[config.mk]
export PLATFORM = sky130hd
export DESIGN_NAME = axi_wr_addr_master_flat
export DESIGN_NICKNAME = d
export VERILOG_FILES = /design/src/rtl/axi_wr_addr_master_pkg.sv /design/src/rtl/axi_wr_addr_master_if.sv /design/src/rtl/axi_wr_addr_master_sync_fifo.sv /design/src/rtl/axi_wr_addr_master.sv /design/src/flat_wrapper.sv
export SDC_FILE = /design/constraint.sdc
export NUM_CORES = 1
export LEC_CHECK = 0
export BUFFER_PORTS_ARGS = -buffer_cell sky130_fd_sc_hd__buf_4
export CORE_MARGIN = 2
export CORE_UTILIZATION = 50
export CTS_CLUSTER_DIAMETER = 150
export DETAILED_ROUTE_END_ITERATION = 7
export PLACE_DENSITY_LB_ADDON = 0.3
export SLEW_MARGIN = 20
export SYNTH_ARGS = -nofsm -noshare
export SYNTH_HDL_FRONTEND = slang
export SYNTH_SLANG_ARGS = --single-unit
[constraint.sdc]
create_clock -name clk_i -period 7.3 [get_ports clk_i]
set_clock_uncertainty 0.05 [all_clocks]
set_input_delay 0.73 -clock clk_i [delete_from_list [all_inputs] [get_ports clk_i]]
set_output_delay 0.73 -clock clk_i [all_outputs]
set_load 0.01 [all_outputs]
[src/rtl/axi_wr_addr_master_pkg.sv]
// Shared types and default geometry for the AXI write-address master.
// Request record stored in the FIFO, FSM state encoding and default channel widths.
package axi_aw_pkg;

  localparam int AW_ID_W       = 4;
  localparam int AW_ADDR_W     = 32;
  localparam int AW_LEN_W      = 4;
  localparam int AW_BEAT_BYTES = 4;
  localparam int AW_BOUNDARY   = 4096;

  typedef struct packed {
    logic [AW_ID_W-1:0]   id;
    logic [AW_ADDR_W-1:0] addr;
    logic [AW_LEN_W-1:0]  len;
  } aw_req_t;

  typedef enum logic [1:0] {
    IDLE,
    ISSUE,
    ISSUE2
  } aw_state_t;

endpackage

[src/rtl/axi_wr_addr_master_if.sv]
// AXI write-address channel bundle with master and slave views.
interface axi_wr_addr_intf
  import axi_aw_pkg::*;
#(
  parameter int ID_W   = AW_ID_W,
  parameter int ADDR_W = AW_ADDR_W,
  parameter int LEN_W  = AW_LEN_W
) ();

  logic [ID_W-1:0]   awid;
  logic [ADDR_W-1:0] awaddr;
  logic [LEN_W-1:0]  awlen;
  logic              awvalid;
  logic              awready;

  modport MASTER (output awid, awaddr, awlen, awvalid, input awready);
  modport SLAVE  (input awid, awaddr, awlen, awvalid, output awready);

endinterface

[src/rtl/axi_wr_addr_master_sync_fifo.sv]
// Single-clock FIFO; pointers carry one extra MSB so full and empty are distinguishable.
module sync_fifo #(
  parameter int WIDTH = 8,
  parameter int DEPTH = 4
) (
  input  logic                   clk_i,
  input  logic                   rst_ni,
  input  logic                   push_i,
  input  logic [WIDTH-1:0]       data_i,
  input  logic                   pop_i,
  output logic [WIDTH-1:0]       data_o,
  output logic                   full_o,
  output logic                   empty_o,
  output logic [$clog2(DEPTH):0] count_o
);

  localparam int PTR_W = $clog2(DEPTH);

  logic [WIDTH-1:0] mem_q [DEPTH];
  logic [PTR_W:0]   wrPtr_q, rdPtr_q;
  logic [PTR_W:0]   count;
  logic             doPush, doPop;

  assign count   = wrPtr_q - rdPtr_q;
  assign full_o  = (count == (PTR_W+1)'(DEPTH));
  assign empty_o = (wrPtr_q == rdPtr_q);
  assign count_o = count;
  assign doPush  = push_i && !full_o;
  assign doPop   = pop_i && !empty_o;
  assign data_o  = mem_q[rdPtr_q[PTR_W-1:0]];

  always_ff @(posedge clk_i or negedge rst_ni) begin
    if (!rst_ni) begin
      wrPtr_q <= '0;
      rdPtr_q <= '0;
    end else begin
      if (doPush) wrPtr_q <= wrPtr_q + 1'b1;
      if (doPop)  rdPtr_q <= rdPtr_q + 1'b1;
    end
  end

  // Storage needs no reset: entries are only read after being written.
  always_ff @(posedge clk_i) begin
    if (doPush) mem_q[wrPtr_q[PTR_W-1:0]] <= data_i;
  end

endmodule

[src/rtl/axi_wr_addr_master.sv]
// AXI write-address master: queues requests, splits boundary-crossing bursts,
// and issues them on the AW channel with registered valid and a handshake counter.
module axi_wr_addr_master
  import axi_aw_pkg::*;
#(
  parameter int FIFO_DEPTH = 4,
  parameter int ID_W       = AW_ID_W,
  parameter int ADDR_W     = AW_ADDR_W,
  parameter int LEN_W      = AW_LEN_W,
  parameter int BEAT_BYTES = AW_BEAT_BYTES,
  parameter int BOUNDARY   = AW_BOUNDARY
) (
  input  logic                          clk_i,
  input  logic                          rst_ni,
  input  logic                          req_valid_i,
  output logic                          req_ready_o,
  input  logic [ID_W-1:0]               req_id_i,
  input  logic [ADDR_W-1:0]             req_addr_i,
  input  logic [LEN_W-1:0]              req_len_i,
  axi_wr_addr_intf.MASTER               aw,
  output logic [$clog2(FIFO_DEPTH):0]   fifo_count_o,
  output logic                          busy_o,
  output logic [15:0]                   issue_cnt_o
);

  localparam int CNT_W = $clog2(FIFO_DEPTH) + 1;
  localparam int OFF_W = $clog2(BOUNDARY);
  localparam int BB_W  = $clog2(BEAT_BYTES);
  localparam int SUM_W = OFF_W + LEN_W + BB_W + 2;

  aw_req_t           pushReq, headReq;
  logic              fifoFull, fifoEmpty, fifoPush, fifoPop;
  logic [CNT_W-1:0]  fifoCount;

  aw_state_t         state_q, state_d;
  logic              awValid_q, awValid_d;
  logic [ID_W-1:0]   awId_q, awId_d;
  logic [ADDR_W-1:0] awAddr_q, awAddr_d;
  logic [LEN_W-1:0]  awLen_q, awLen_d;
  logic              splitPend_q, splitPend_d;
  logic [ADDR_W-1:0] pendAddr_q, pendAddr_d;
  logic [LEN_W-1:0]  pendLen_q, pendLen_d;
  logic [15:0]       issueCnt_q, issueCnt_d;

  logic              hs, loadHead, needSplit;
  logic [SUM_W-1:0]  offExt, bytesExt, firstBeats;
  logic [LEN_W-1:0]  firstLen, secondLen;
  logic [ADDR_W-1:0] secondAddr;

  always_comb begin
    pushReq.id   = req_id_i;
    pushReq.addr = req_addr_i & ~ADDR_W'(BEAT_BYTES - 1);
    pushReq.len  = req_len_i;
  end

  assign req_ready_o = !fifoFull;
  assign fifoPush    = req_valid_i && !fifoFull;

  sync_fifo #(
    .WIDTH ($bits(aw_req_t)),
    .DEPTH (FIFO_DEPTH)
  ) uFifo (
    .clk_i   (clk_i),
    .rst_ni  (rst_ni),
    .push_i  (fifoPush),
    .data_i  (pushReq),
    .pop_i   (fifoPop),
    .data_o  (headReq),
    .full_o  (fifoFull),
    .empty_o (fifoEmpty),
    .count_o (fifoCount)
  );

  // Widened arithmetic so offset + burst bytes cannot overflow before the compare.
  always_comb begin
    offExt     = SUM_W'(headReq.addr[OFF_W-1:0]);
    bytesExt   = (SUM_W'(headReq.len) + SUM_W'(1)) << BB_W;
    needSplit  = (offExt + bytesExt) > SUM_W'(BOUNDARY);
    firstBeats = (SUM_W'(BOUNDARY) - offExt) >> BB_W;
    firstLen   = LEN_W'(firstBeats - SUM_W'(1));
    secondLen  = LEN_W'(SUM_W'(headReq.len) - firstBeats);
    secondAddr = (headReq.addr | ADDR_W'(BOUNDARY - 1)) + ADDR_W'(1);
  end

  assign hs = awValid_q && aw.awready;

  always_comb begin
    state_d     = state_q;
    awValid_d   = awValid_q;
    awId_d      = awId_q;
    awAddr_d    = awAddr_q;
    awLen_d     = awLen_q;
    splitPend_d = splitPend_q;
    pendAddr_d  = pendAddr_q;
    pendLen_d   = pendLen_q;
    fifoPop     = 1'b0;
    loadHead    = 1'b0;

    unique case (state_q)
      IDLE: begin
        if (!fifoEmpty) begin
          loadHead = 1'b1;
          state_d  = ISSUE;
        end
      end
      ISSUE: begin
        if (hs) begin
          if (splitPend_q) begin
            awAddr_d    = pendAddr_q;
            awLen_d     = pendLen_q;
            splitPend_d = 1'b0;
            state_d     = ISSUE2;
          end else if (!fifoEmpty) begin
            loadHead = 1'b1;
          end else begin
            awValid_d = 1'b0;
            state_d   = IDLE;
          end
        end
      end
      ISSUE2: begin
        if (hs) begin
          if (!fifoEmpty) begin
            loadHead = 1'b1;
            state_d  = ISSUE;
          end else begin
            awValid_d = 1'b0;
            state_d   = IDLE;
          end
        end
      end
      default: state_d = IDLE;
    endcase

    // A load keeps awvalid high, so back-to-back bursts leave no bubble.
    if (loadHead) begin
      fifoPop     = 1'b1;
      awValid_d   = 1'b1;
      awId_d      = headReq.id;
      awAddr_d    = headReq.addr;
      awLen_d     = needSplit ? firstLen : headReq.len;
      splitPend_d = needSplit;
      pendAddr_d  = secondAddr;
      pendLen_d   = secondLen;
    end

    issueCnt_d = hs ? issueCnt_q + 16'd1 : issueCnt_q;
  end

  always_ff @(posedge clk_i or negedge rst_ni) begin
    if (!rst_ni) begin
      state_q     <= IDLE;
      awValid_q   <= 1'b0;
      awId_q      <= '0;
      awAddr_q    <= '0;
      awLen_q     <= '0;
      splitPend_q <= 1'b0;
      pendAddr_q  <= '0;
      pendLen_q   <= '0;
      issueCnt_q  <= '0;
    end else begin
      state_q     <= state_d;
      awValid_q   <= awValid_d;
      awId_q      <= awId_d;
      awAddr_q    <= awAddr_d;
      awLen_q     <= awLen_d;
      splitPend_q <= splitPend_d;
      pendAddr_q  <= pendAddr_d;
      pendLen_q   <= pendLen_d;
      issueCnt_q  <= issueCnt_d;
    end
  end

  assign aw.awid      = awId_q;
  assign aw.awaddr    = awAddr_q;
  assign aw.awlen     = awLen_q;
  assign aw.awvalid   = awValid_q;
  assign fifo_count_o = fifoCount;
  assign busy_o       = (state_q != IDLE) || (fifoCount != '0);
  assign issue_cnt_o  = issueCnt_q;

endmodule
[src/flat_wrapper.sv]
// flat-port wrapper written by rule: the top's interface ports become plain ports
module axi_wr_addr_master_flat import axi_aw_pkg::*;
#(
  parameter int FIFO_DEPTH = 4,
  parameter int ID_W       = AW_ID_W,
  parameter int ADDR_W     = AW_ADDR_W,
  parameter int LEN_W      = AW_LEN_W,
  parameter int BEAT_BYTES = AW_BEAT_BYTES,
  parameter int BOUNDARY   = AW_BOUNDARY
)
  (clk_i, rst_ni, req_valid_i, req_ready_o, req_id_i, req_addr_i, req_len_i, fifo_count_o, busy_o, issue_cnt_o, aw_awid, aw_awaddr, aw_awlen, aw_awvalid, aw_awready);
  axi_wr_addr_intf #(.ID_W(ID_W), .ADDR_W(ADDR_W), .LEN_W(LEN_W)) aw_i ();
  input  logic clk_i;
  input  logic rst_ni;
  input  logic req_valid_i;
  output logic req_ready_o;
  input  logic [ID_W-1:0] req_id_i;
  input  logic [ADDR_W-1:0] req_addr_i;
  input  logic [LEN_W-1:0] req_len_i;
  output logic [$clog2(FIFO_DEPTH):0] fifo_count_o;
  output logic busy_o;
  output logic [15:0] issue_cnt_o;
  output wire logic [$bits(aw_i.awid)-1:0] aw_awid;
  output wire logic [$bits(aw_i.awaddr)-1:0] aw_awaddr;
  output wire logic [$bits(aw_i.awlen)-1:0] aw_awlen;
  output wire logic [$bits(aw_i.awvalid)-1:0] aw_awvalid;
  input wire logic [$bits(aw_i.awready)-1:0] aw_awready;
  assign aw_awid = aw_i.awid;
  assign aw_awaddr = aw_i.awaddr;
  assign aw_awlen = aw_i.awlen;
  assign aw_awvalid = aw_i.awvalid;
  assign aw_i.awready = aw_awready;
  axi_wr_addr_master #(.FIFO_DEPTH(FIFO_DEPTH), .ID_W(ID_W), .ADDR_W(ADDR_W), .LEN_W(LEN_W), .BEAT_BYTES(BEAT_BYTES), .BOUNDARY(BOUNDARY)) u_core (.clk_i(clk_i), .rst_ni(rst_ni), .req_valid_i(req_valid_i), .req_ready_o(req_ready_o), .req_id_i(req_id_i), .req_addr_i(req_addr_i), .req_len_i(req_len_i), .aw(aw_i), .fifo_count_o(fifo_count_o), .busy_o(busy_o), .issue_cnt_o(issue_cnt_o));
endmodule
Yosys cells after proc, flatten, opt, wreduce, memory -nomap -nowiden --
Memories as Yosys holds them, arrays and structs flattened. Index checks and enable logic that the tools add are counted.
Storage, ports and cells: input port bits 44, bits in latches 0, memory bits (read-only) 0, memories kept 1, output and inout port bits 62, RAM bits 152, register bits 102, word-level logic and storage cells 85
Memories:
- u_core.uFifo.mem_q | words 4, width 38, read ports 1, clocked after memory_dff 0, write ports 1, RTL line axi_wr_addr_master_sync_fifo.sv:19 | logic [WIDTH-1:0] mem_q [DEPTH];
Operators by class: multipliers 0, div/mod/pow operators 0, multiplexer cells 33, shift-type cells 0, bitwise operators 0, $lt $le $gt $ge 1, reduce and logical (&&, ||, !) cells 18, add/sub/neg operators 10, equal/unequal tests 11
Operator list (count):
- 32-bit 2-to-1 mux | 4
- 32-bit by 1-bit adder with 32-bit output (second input constant) | 1
- 20-bit by 13-bit greater-than comparator with 1-bit output (second input constant) | 1
- 4-bit 2-to-1 mux | 5
- 16-bit by 1-bit adder with 16-bit output (second input constant) | 1
- 1-bit 2-to-1 mux | 16
- 12-bit by 7-bit adder with 13-bit output | 1
- 2-bit 2-to-1 mux | 5
- 3-bit by 1-bit inequality test with 1-bit output (second input constant) | 3
- 4-bit AND reduction | 2
- 2-bit nonzero test | 4
- 3-bit by 1-bit adder with 3-bit output (second input constant) | 2
- 2-bit one-hot mux with 3 select lines | 1
- 3-bit nonzero test | 2
- 1-bit by 6-bit subtractor with 6-bit output (first input constant) | 1
- 4-bit by 1-bit adder with 5-bit output (second input constant) | 1
- 1-bit logical AND | 4
- 2-bit by 1-bit inequality test with 1-bit output (second input constant) | 2
- 4-bit by 1-bit subtractor with 4-bit output (second input constant) | 1
- 4-bit subtractor | 1
- 3-bit equality test | 1
- 3-bit equality test (second input constant) | 1
- 3-bit inequality test (second input constant) | 1
- 1-bit one-hot mux with 3 select lines | 1
- other kinds (10) | 11

Depth between registers and ports, before layout --
Gate-level depths: netlist of the first run.
word-level depth 7, mapped depth 17, mapped depth without buffers 13

Cells and area by module --
From an unflattened synthesis of the first run, not the netlist that was laid out.
Second synthesis, totals: cells, all modules 713, area, all modules 10656.5 um2
By module, submodules not included:
- sync_fifo | cells an instance 256, instances 1, area each 6228.5 um2, seq. area each 4954.8 um2
- axi_wr_addr_master | cells an instance 457, instances 1, area each 4428.0 um2, seq. area each 2102.0 um2

Least setup slack after synthesis of the first run --
Ideal clock, no wire load.
kind flip-flop to flip-flop, from reg u_core.uFifo.rdPtr_q[0], to reg u_core.awLen_q[2], in the netlist u_core.aw.awlen[2], setup time 0.082 ns, stages on the path, launching flop included 14, path buffers 4, required time 7.168 ns, period minus slack after synthesis 3.621 ns, setup slack 3.679 ns, arrival time 3.489 ns, cell sequence dfrtp_1 -> buf_6 -> buf_8 -> buf_6 -> buf_6 -> mux4_2 -> ha_1 -> inv_1 -> fa_1 -> xnor2_1 -> nor4b_1 -> a31oi_4 -> a221o_1 -> o22ai_1
On the way: longest elaborated chain between the ends 7, elaborated cells between the ends (all ways) 18, classes of those cells 4 x add/sub; 1 x order compare; 1 x eq/ne; 7 x mux; 4 x reduce/logical; 1 x memory
Ends and longest elaborated chain:
- from (decl) | RTL line axi_wr_addr_master_sync_fifo.sv:20 | logic [PTR_W:0] wrPtr_q, rdPtr_q;
- from (signal assigned) | RTL line axi_wr_addr_master_sync_fifo.sv:38 | if (doPop) rdPtr_q <= rdPtr_q + 1'b1;
- parallel branches: the longest is 7 deep, another holds memory 4 x 38 bit
- to (signal assigned) | RTL line axi_wr_addr_master.sv:166 | awLen_q <= awLen_d;
- to (decl) | RTL line axi_wr_addr_master.sv:39 | logic [LEN_W-1:0] awLen_q, awLen_d;
Several ways; the timed one is not identified. A chain may end at the register's enable or synchronous reset.

Worst setup path in the final report of the first run --
from reg u_core.uFifo.rdPtr_q[0], to reg u_core.awAddr_q[21], in the netlist u_core.aw.awaddr[21]
On the way: longest elaborated chain between the ends 7, elaborated cells between the ends (all ways) 12, classes of those cells 1 x eq/ne; 6 x mux; 4 x reduce/logical; 1 x memory
Ends and longest elaborated chain:
- 3-bit equality test | RTL line axi_wr_addr_master_sync_fifo.sv:26 | assign empty_o = (wrPtr_q == rdPtr_q);
- 1-bit 2-to-1 mux | RTL line axi_wr_addr_master.sv:101, axi_wr_addr_master.sv:113, axi_wr_addr_master.sv:123
- 1-bit 2-to-1 mux | RTL line axi_wr_addr_master.sv:108 | if (splitPend_q) begin
- 1-bit 2-to-1 mux | RTL line axi_wr_addr_master.sv:107 | if (hs) begin
- 1-bit one-hot mux with 3 select lines | RTL line axi_wr_addr_master.sv:99 | unique case (state_q)
- 2-bit nonzero test (no line)
- 3-bit AND reduction (no line)
- to (signal assigned) | RTL line axi_wr_addr_master.sv:165 | awAddr_q <= awAddr_d;
- to (decl) | RTL line axi_wr_addr_master.sv:38 | logic [ADDR_W-1:0] awAddr_q, awAddr_d;
Parallel ways exist; a longest one is shown, timed or not.

==> results.md, run 1 <==
Status:
- The run finished with clean final reports.

Die:
- The initialized floorplan defines 52 standard-cell rows.
- 106 I/O pins were placed.
- The floorplan die width is 148 um.
- The starting density of the core is 0.509.
- The floorplan die height is 148 um.
- The die covers 21800 sq um.
- The core region area is 20200 sq um.

Worst setup path:
- The total buffers and inverters traversed by the critical path is 3.
- The startpoint identified for the worst register-to-register timing path is u_core.uFifo.rdPtr_q[0]$_DFFE_PN0P_.
- STA classifies the critical path endpoint as a flop.
- At the worst endpoint, the arrival time is 4.28 ns.
- The launch point of the worst path is u_core.uFifo.rdPtr_q[0]$_DFFE_PN0P_.
- Traced cell by cell, the critical path runs through buf_4 -> ha_1 -> and2_1 -> and2_1 -> nor3_4 -> buf_4 -> a2bb2oi_4 -> buf_4 -> mux2_2.
- The endpoint identified for the worst register-to-register timing path is u_core.aw.awaddr[21]$_DFFE_PN0P_.
- STA classifies the critical path startpoint as a flop.
- The maximum cell stage delay along the critical path is 0.89 ns.
- The reg-to-reg setup timing slack is 3.38 ns.
- The endpoint required time on the critical path is 7.65 ns.
- The top fanout value on the critical path is 35.
- The type of the setup path with the least slack is reg -> reg.
- The kind of cell with the highest combined delay along the critical path is buffers and inverters.
- The number of cells traversed by the worst register-to-register path is 9.
- For this design, the slowest cell found on the critical path is dfrtp_2.
- Among the stages of the critical path, the cell type that occurs most often is buf_4.

Final layout:
- The utilization of the core after routing is 0.593.
- The library cells used most frequently in the layout, excluding fill and tap cells, are edfxtp_1 (152), buf_4 (107), nand2_1 (103), dfrtp_1 (86).
- The total non-filler cell area in the finished layout is 12000 sq um.
- The most common cell after layout, fill and taps aside is edfxtp_1.
- Excluding fillers, the count of instances in the completed layout stands at between 1000 and 1500.
- The net total in the final layout is 870.
- Counting the fill cells in the layout gives about 1600.
- The share of post-route cells with drive strength above 1 is 0.240.
- Compared with the post-synthesis result, the final layout area differs by 16.5%.
- The repair_antennas step left the layout with diodes totalling 0.

Logic synthesis:
- The synthesized cell area is 10300 sq um.
- In the synthesized netlist, the number of instances is 695.
- After synthesis, the cell types taking the most area are edfxtp_1 (44%), dfrtp_1 (21%), mux4_2 (7.0%).
- The number of enable-type register cells in the synthesized netlist is roughly 150.
- The share of the Yosys chip area taken by registers is 0.657.
- Averaged over all synthesized cells, the footprint is 14.8 sq um.
- Of the post-synthesis cell area, the dominant cell type holds 0.443.
- The count of yosys warnings during synthesis is 0.
- The biggest area consumer among synthesized cells is edfxtp_1.
- Counting flops and latches in the post-synthesis netlist gives 240.
- The most used flip-flop cell after synthesis is edfxtp_1.
- Yosys mapped the design onto 55 distinct sky130hd cell types.
- The share of flip-flops with an asynchronous set or reset after synthesis is 0.367.

STA:
- In the finished design, the share of the clock period the worst path needs comes to 0.537.
- In this run the tightest slew margin relative to its limit is 0.288.
- The worst hold margin is about 0.14 ns.
- The count of endpoints failing setup in the final report is 0.
- The setup TNS after final layout is 0 ns.
- At the pin with the least slew margin, the transition time is between 1 and 1.5 ns.
- The minimum setup slack in the final design is 3.38 ns.
- Setup repair after global routing left no endpoint under its margin.
- The final hold violation count is 0.
- The maximum clock rate is 255 MHz.
- The clock period could shrink to 3.92 ns.
- The number of pins with negative max-slew slack in the final report was 0.

Global routing:
- The via count of the first global-routing pass is around 6300.
- Entering global routing, the biggest net connects 56 pins.
- The total routing usage reported by global routing is 0.193.
- The global-route congestion overflow total is 0.
- The initial antenna violation count was 0.
- The first global-routing pass estimated between 30000 and 40000 um of wire.

Power:
- The leakage power total is 4.85 nW.
- The power per unit of standard cell area is between 200 and 300 nW/um^2.
- The total power of the final layout is 3.28 mW.
- The worst voltage drop across the vdd grid is 0.214 mV.

Drt:
- The remaining routing DRC violations is 0.
- After detailed routing, the total wire length is between 20000 and 25000 um.
- In the final routed layout, each cell accounts on average for between 15 and 20 um.
- For this run, the detailed router's first-pass iteration total came to 6.
- The per-cell via count in the routed design is 5.52.
- The count of routing violations after the opening detailed-route iteration is 449.
- The total vias in the final route is ~6000.
- The remaining antenna violation count is 0.

CTS:
- The clock sink count is 240.
- TritonCTS built the clock tree.
- The worst-skew pair later-pin latency is 0.53 ns.
- In this run the number of H-tree levels came out at 1.
- The root buffer cell is clkbuf_16.
- In this run the deepest clock path goes through 3 buffers.
- The post-cts hold buffer count is 0.
- The number of cells upsized or downsized after cts is 0.
- The clock-pin slew on the worst setup and hold paths is 0.06 ns.
- The buffer count from post-CTS setup fixing is 0.
- Counting the buffers created by CTS gives 25.

Placement:
- The last weighted congestion value of the routability-driven placer is 0.863.
- In this run the tool buffered the top-level ports with 101 buffer cells.
- The post-place setup slack is 3.32 ns.
- After detailed placement, the design holds a cell count of approximately 1000.
- Once detailed placement completed, the half-perimeter wirelength came to 13300 um.
- The cell area after placement is 11300 sq um.

Hold path:
- The min-delay analysis places its worst path in the category in -> async.

Run:
- The total of max-cap violations is 0.
cells in the mapped netlist, types with 2 or more instances:
cell type and number:
xnor2_1 32, buf_2 6, nand2b_1 5, buf_4 3, ha_1 22, edfxtp_1 152, fa_1 3, nand2_1 103
nor3_1 3, o21ai_0 25, o22ai_1 4, nand4_1 6, nor3_2 2, buf_6 8, inv_1 21, o21ai_1 8
clkbuf_1 10, and3_1 10, a21o_1 20, xor2_1 14, mux2i_1 6, and4_1 3, a21oi_1 31, mux4_2 32
mux2_2 8, nand3_1 15, and2_1 5, mux4_1 5, dfrtp_1 88, nor2_1 20
layout make-up:
type,count,area [sq um],area share
clock buffer,35,663,0.0552
clock inverter,11,70.1,0.00584
inverter,21,78.8,0.00657
multi-input combinational,406,3280,0.274
sequential,240,6770,0.564
tap,270,338,0.0281
timing repair buffer,107,803,0.0669
cell families (layout without fill, tap and decap cells):
| logic type | Yosys count | after routing | share of synthesized area |
|---|---|---|---|
| other cells | 1 | 2 | 0.000364 |
| simple gates | 181 | 181 | 0.0830 |
| fa+ha+maj | 25 | 25 | 0.0325 |
| compound gates | 100 | 100 | 0.0605 |
| xor+xnor | 47 | 47 | 0.0413 |
| flops | 240 | 240 | 0.657 |
| buf+inv | 50 | 174 | 0.0285 |
| mux | 51 | 51 | 0.0972 |
flip-flops by register name, summed over array words and instances (netlist names):
name,count
u_core.state_q,2
u_core.uFifo.wrPtr_q,3
u_core.aw.awid,4
u_core.aw.awvalid,1
u_core.issue_cnt_o,16
u_core.uFifo.mem_q,152
u_core.uFifo.rdPtr_q,3
u_core.aw.awaddr,30
u_core.splitPend_q,1
u_core.pendLen_q,4
u_core.aw.awlen,4
u_core.pendAddr_q,20
worst max-delay path by stage:
stage / end / slack (ns) / cells after the start
finish: u_core.aw.awaddr[21]$_DFFE_PN0P_ / 3.38 / 9
global route: u_core.aw.awlen[2]$_DFFE_PN0P_ / 3.03 / 11
CTS: u_core.aw.awaddr[21]$_DFFE_PN0P_ / 3.28 / 9
detailed placement: u_core.aw.awlen[2]$_DFFE_PN0P_ / 3.32 / 11
global placement: u_core.aw.awaddr[21]$_DFFE_PN0P_ / 3.36 / 8
floorplan: u_core.aw.awlen[2]$_DFFE_PN0P_ / 3.68 / 13
per-layer routing:
metal | track usage | wire length (um) | vias to the layer above
met2 | 0.332 | 10300 | 178
met5 | 0 | 0 | -
li1 | - | - | 2761
met1 | 0.248 | 8600 | 3039
met4 | 0.0558 | 509 | 0
met3 | 0.0441 | 1290 | 38
report_power, final:
part | internal (mW) | total [mW] | leakage, nW | switching [mW]
sequential | 1.65 | 1.69 | 2.60 | 0.0399
clock | 0.639 | 1.14 | 0.360 | 0.505
combinational | 0.162 | 0.446 | 1.89 | 0.284
(Power assumes the default switching activity.)
==> run 2: changes to the inputs <==
==> constraint.sdc (replaced) <==
create_clock -name clk_i -period 3.4 [get_ports clk_i]
set_clock_uncertainty 0.05 [all_clocks]
set_input_delay 0.34 -clock clk_i [delete_from_list [all_inputs] [get_ports clk_i]]
set_output_delay 0.34 -clock clk_i [all_outputs]
set_load 0.01 [all_outputs]
==> run 2 against run 1 <==
Against the previous run:
- largest cell class unchanged
- sequential share of layout area decreased by 2.4 points
- hold slack improved by 0.032 ns
- register-to-register slack got worse by 3.3 ns
- worst setup slack got worse by 3.3 ns
- clock-buffer cell count increased by 1
- clock power increased by 120%
- combinational power increased by 130%
- via count increased by 3.6%
- power increased by 120%
- flip-flop and latch count unchanged
- core utilization increased by 2.7 points
==> results.md, run 2 (synthesis results as in run 1) <==
Status:
- The flow ran to the end, and the final reports show no timing, DRC or antenna violations.

Die:
- For this configuration, the core starts out at a cell density of 0.509.
- The floorplan die area is approximately 22000 sq um.
- From bottom edge to top edge, the die measures 148 um.
- The core region area is 20200 sq um.
- The die is 148 um wide.
- The number of core rows is 52.
- Pin placement for this block handled 106 I/O pins.

STA:
- For the finished layout, the period the worst path requires is ~3.3 ns.
- The final hold violation count is 0.
- The number of pins with negative max-slew slack in the final report is 0.
- Of the available clock period, the critical path in the final layout requires 0.977.
- The worst-margin pin slew is about 1.1 ns.
- The setup TNS after final layout is 0 ns.
- In this run the tightest slew margin relative to its limit is 0.273.
- The maximum clock rate is between 300 and 400 MHz.
- Setup slack on the critical path of the routed design comes to 0.0788 ns.
- The count of endpoints failing setup in the final report is 0.

Drt:
- In the routed layout, each cell is associated on average with a via count of about 5.5.
- After detailed routing, the total wire length is 21500 um.
- Dividing the detail-routed wire length by the instance count gives between 15 and 20 um.
- The detailed router placed 6230 vias in this run.
- The remaining routing DRC violations is 0.
- In this run the remaining antenna-violating nets after routing total 0.
- The count of routing violations after the opening detailed-route iteration is 380.
- The pre-antenna-repair detailed-routing pass consisted of 7 iterations.

Final layout:
- Relative to the synthesized area, the layout overhead comes to 21.8%.
- The register with the most flip-flops in the layout has 152 of them.
- The share of post-route cells with drive strength above 1 is 0.238.
- The most common cell after layout, fill and taps aside is edfxtp_1.
- The non-filler instance count after layout is ~1100.
- The number of fill cells in the layout is 1528.
- The net total in the final layout is slightly above 900.
- Leaving out fill and tap cells, the most frequent cells in the layout are edfxtp_1 (152), buf_4 (115), nand2_1 (103), dfrtp_1 (86), dlygate4sd3_1 (39).

Global routing:
- The total overflow left after global routing is 0.
- The via count of the first global-routing pass came to 6555.
- The initial antenna violation count came to 1.
- The global-route wire length before repair is 34000 um.
- The largest net degree at the start of global routing is 63.
- The total routing usage reported by global routing is 0.197.

Worst setup path:
- The capturing element type of the critical path is a flop.
- The critical path capture point is u_core.aw.awlen[2]$_DFFE_PN0P_.
- On the worst path, the slowest cell contributes a delay of 0.46 ns.
- The start of the worst register-to-register path is u_core.uFifo.rdPtr_q[0]$_DFFE_PN0P_.
- Among all stages on the critical path, the largest delay is contributed by dfrtp_2.
- At the worst endpoint, the required time is 3.78 ns.
- The launch point of the worst path is u_core.uFifo.rdPtr_q[0]$_DFFE_PN0P_.
- The total buffers and inverters traversed by the critical path is 2.
- The worst flop-to-flop path endpoint is u_core.aw.awlen[2]$_DFFE_PN0P_.
- The total number of cells along the worst setup path is 12.
- The number of cells traversed by the worst register-to-register path is 12.
- Traced cell by cell, the critical path runs through mux2_2 -> o21ai_1 -> inv_1 -> ha_4 -> inv_1 -> fa_1 -> nand2b_1 -> a21oi_1 -> xnor2_1 -> a31oi_4 -> a221o_1 -> o22ai_1.
- Data arrives at the worst endpoint at 3.70 ns.
- The type of origin of the critical path is a flop.
- The most repeated library cell on the critical path is inv_1.
- In this design, the largest share of critical-path delay is due to compound AO/OA/AOI/OAI gates.
- The type of the setup path with the least slack is reg -> reg.
- In this run the worst path has a maximum fanout of 6.
- The reg-to-reg setup timing slack is around 0.079 ns.

CTS:
- In this run the number of H-tree levels came out at 1.
- The root buffer cell is clkbuf_16.
- The number of buffers between clock root and the deepest sink is 3.
- The clock sink count is 240.
- The CTS tree is built.
- The clock-pin slew on the worst setup and hold paths is 0.06 ns.
- Buffers inserted during clock tree synthesis total 24.
- The worst-skew pair later-pin latency is between 0.5 and 0.6 ns.

Placement:
- After detailed placement, the design holds a cell count of 1051.
- Detailed placement ended at an HPWL of 13600 um.
- At the placement stage, the worst setup path has a slack of 0.0776 ns.
- The count of port buffers added during placement is 101.
- Routability-driven placement finished with a final weighted congestion of 0.866.

Run:
- The total of max-cap violations is 0.

Power:
- The power per unit of standard cell area is 572 nW/um^2.
- The worst-case IR drop observed on VDD is 0.346 mV.
- The total power of the final layout is 7.18 mW.
- The leakage power total is around 5 nW.

Hold path:
- The class of the tightest hold or removal check is in -> reg.
## run 2: cell types whose count changed in the layout (fill, tap and decap cells not counted), sizes merged
cell	before	now
buf	107	116
dlygate4sd3	0	39
inv	22	21
diode	0	1
clkbuf	35	37
clkinv	9	7
clkinvlp	1	0
bufinv	0	1
## run 2: stage by stage
| stage | area, sq um | util | hold WS [ns] |
|---|---|---|---|
| after global routing | 12500 | 0.620 | 0.192 |
| after CTS | 12500 | 0.617 | 0.142 |
| after global placement | 11300 | 0.561 | 0.395 |
| after floorplan | 10400 | - | -0.00559 |
| after detailed placement | 11300 | 0.561 | 0.403 |
| final | 12500 | 0.620 | 0.167 |
## run 2: tightest hold or removal path: cells and delay by family
kind,cells,cell delay (ns)
AND/OR/NAND/NOR,1,0.17
buffers and inverters,1,0.11
XOR/XNOR,1,0.07
## run 2: worst min-delay path by stage
stage / start / endpoint / slack (ns) / cells after the start
after floorplan: rst_ni / u_core.aw.awaddr[10]$_DFFE_PN0P_ / -0.006 / 0
after global placement: u_core.pendAddr_q[13]$_DFFE_PN0P_ / u_core.pendAddr_q[13]$_DFFE_PN0P_ / 0.39 / 2
after detailed placement: u_core.pendAddr_q[13]$_DFFE_PN0P_ / u_core.pendAddr_q[13]$_DFFE_PN0P_ / 0.40 / 2
after CTS: req_valid_i / u_core.uFifo.wrPtr_q[0]$_DFFE_PN0P_ / 0.14 / 3
after global routing: req_valid_i / u_core.uFifo.wrPtr_q[0]$_DFFE_PN0P_ / 0.19 / 3
final: req_valid_i / u_core.uFifo.wrPtr_q[0]$_DFFE_PN0P_ / 0.17 / 3
## run 2: final cells by class
class | instances | area, sq um | area share
flip-flops and latches | 240 | 6770 | 0.539
clock inverters | 8 | 60.1 | 0.00479
diodes | 1 | 2.50 | 0.000199
multi-input cells | 406 | 3310 | 0.264
well taps | 270 | 338 | 0.0269
repair buffers | 156 | 1310 | 0.104
clock buffers | 36 | 687 | 0.0547
inverters | 21 | 78.8 | 0.00628
## run 2: repair_timing
item                                    CTS  global route
gates resized for setup                   0             3
endpoints found under the setup margin    0             4
hold buffers                             39             0
setup buffers                             0             2
hold endpoints to repair                212             0
## run 2: report_power, final
| part | switching (mW) | total (mW) | internal (mW) | leakage (nW) |
|---|---|---|---|---|
| Clock | 1.05 | 2.52 | 1.46 | 0.365 |
| Sequential | 0.0861 | 3.63 | 3.55 | 2.60 |
| Combinational | 0.638 | 1.03 | 0.391 | 2.11 |
| Total | 1.78 | 7.18 | 5.40 | 5.08 |
## run 2: routing by layer
metal	up-vias	part of all wire	routed length, um	global-route usage
li1	2851	-	-	-
met1	3146	0.42	8980	0.261
met2	195	0.50	10900	0.342
met3	38	0.057	1230	0.0306
met4	0	0.023	492	0.0572
met5	-	0	0	0
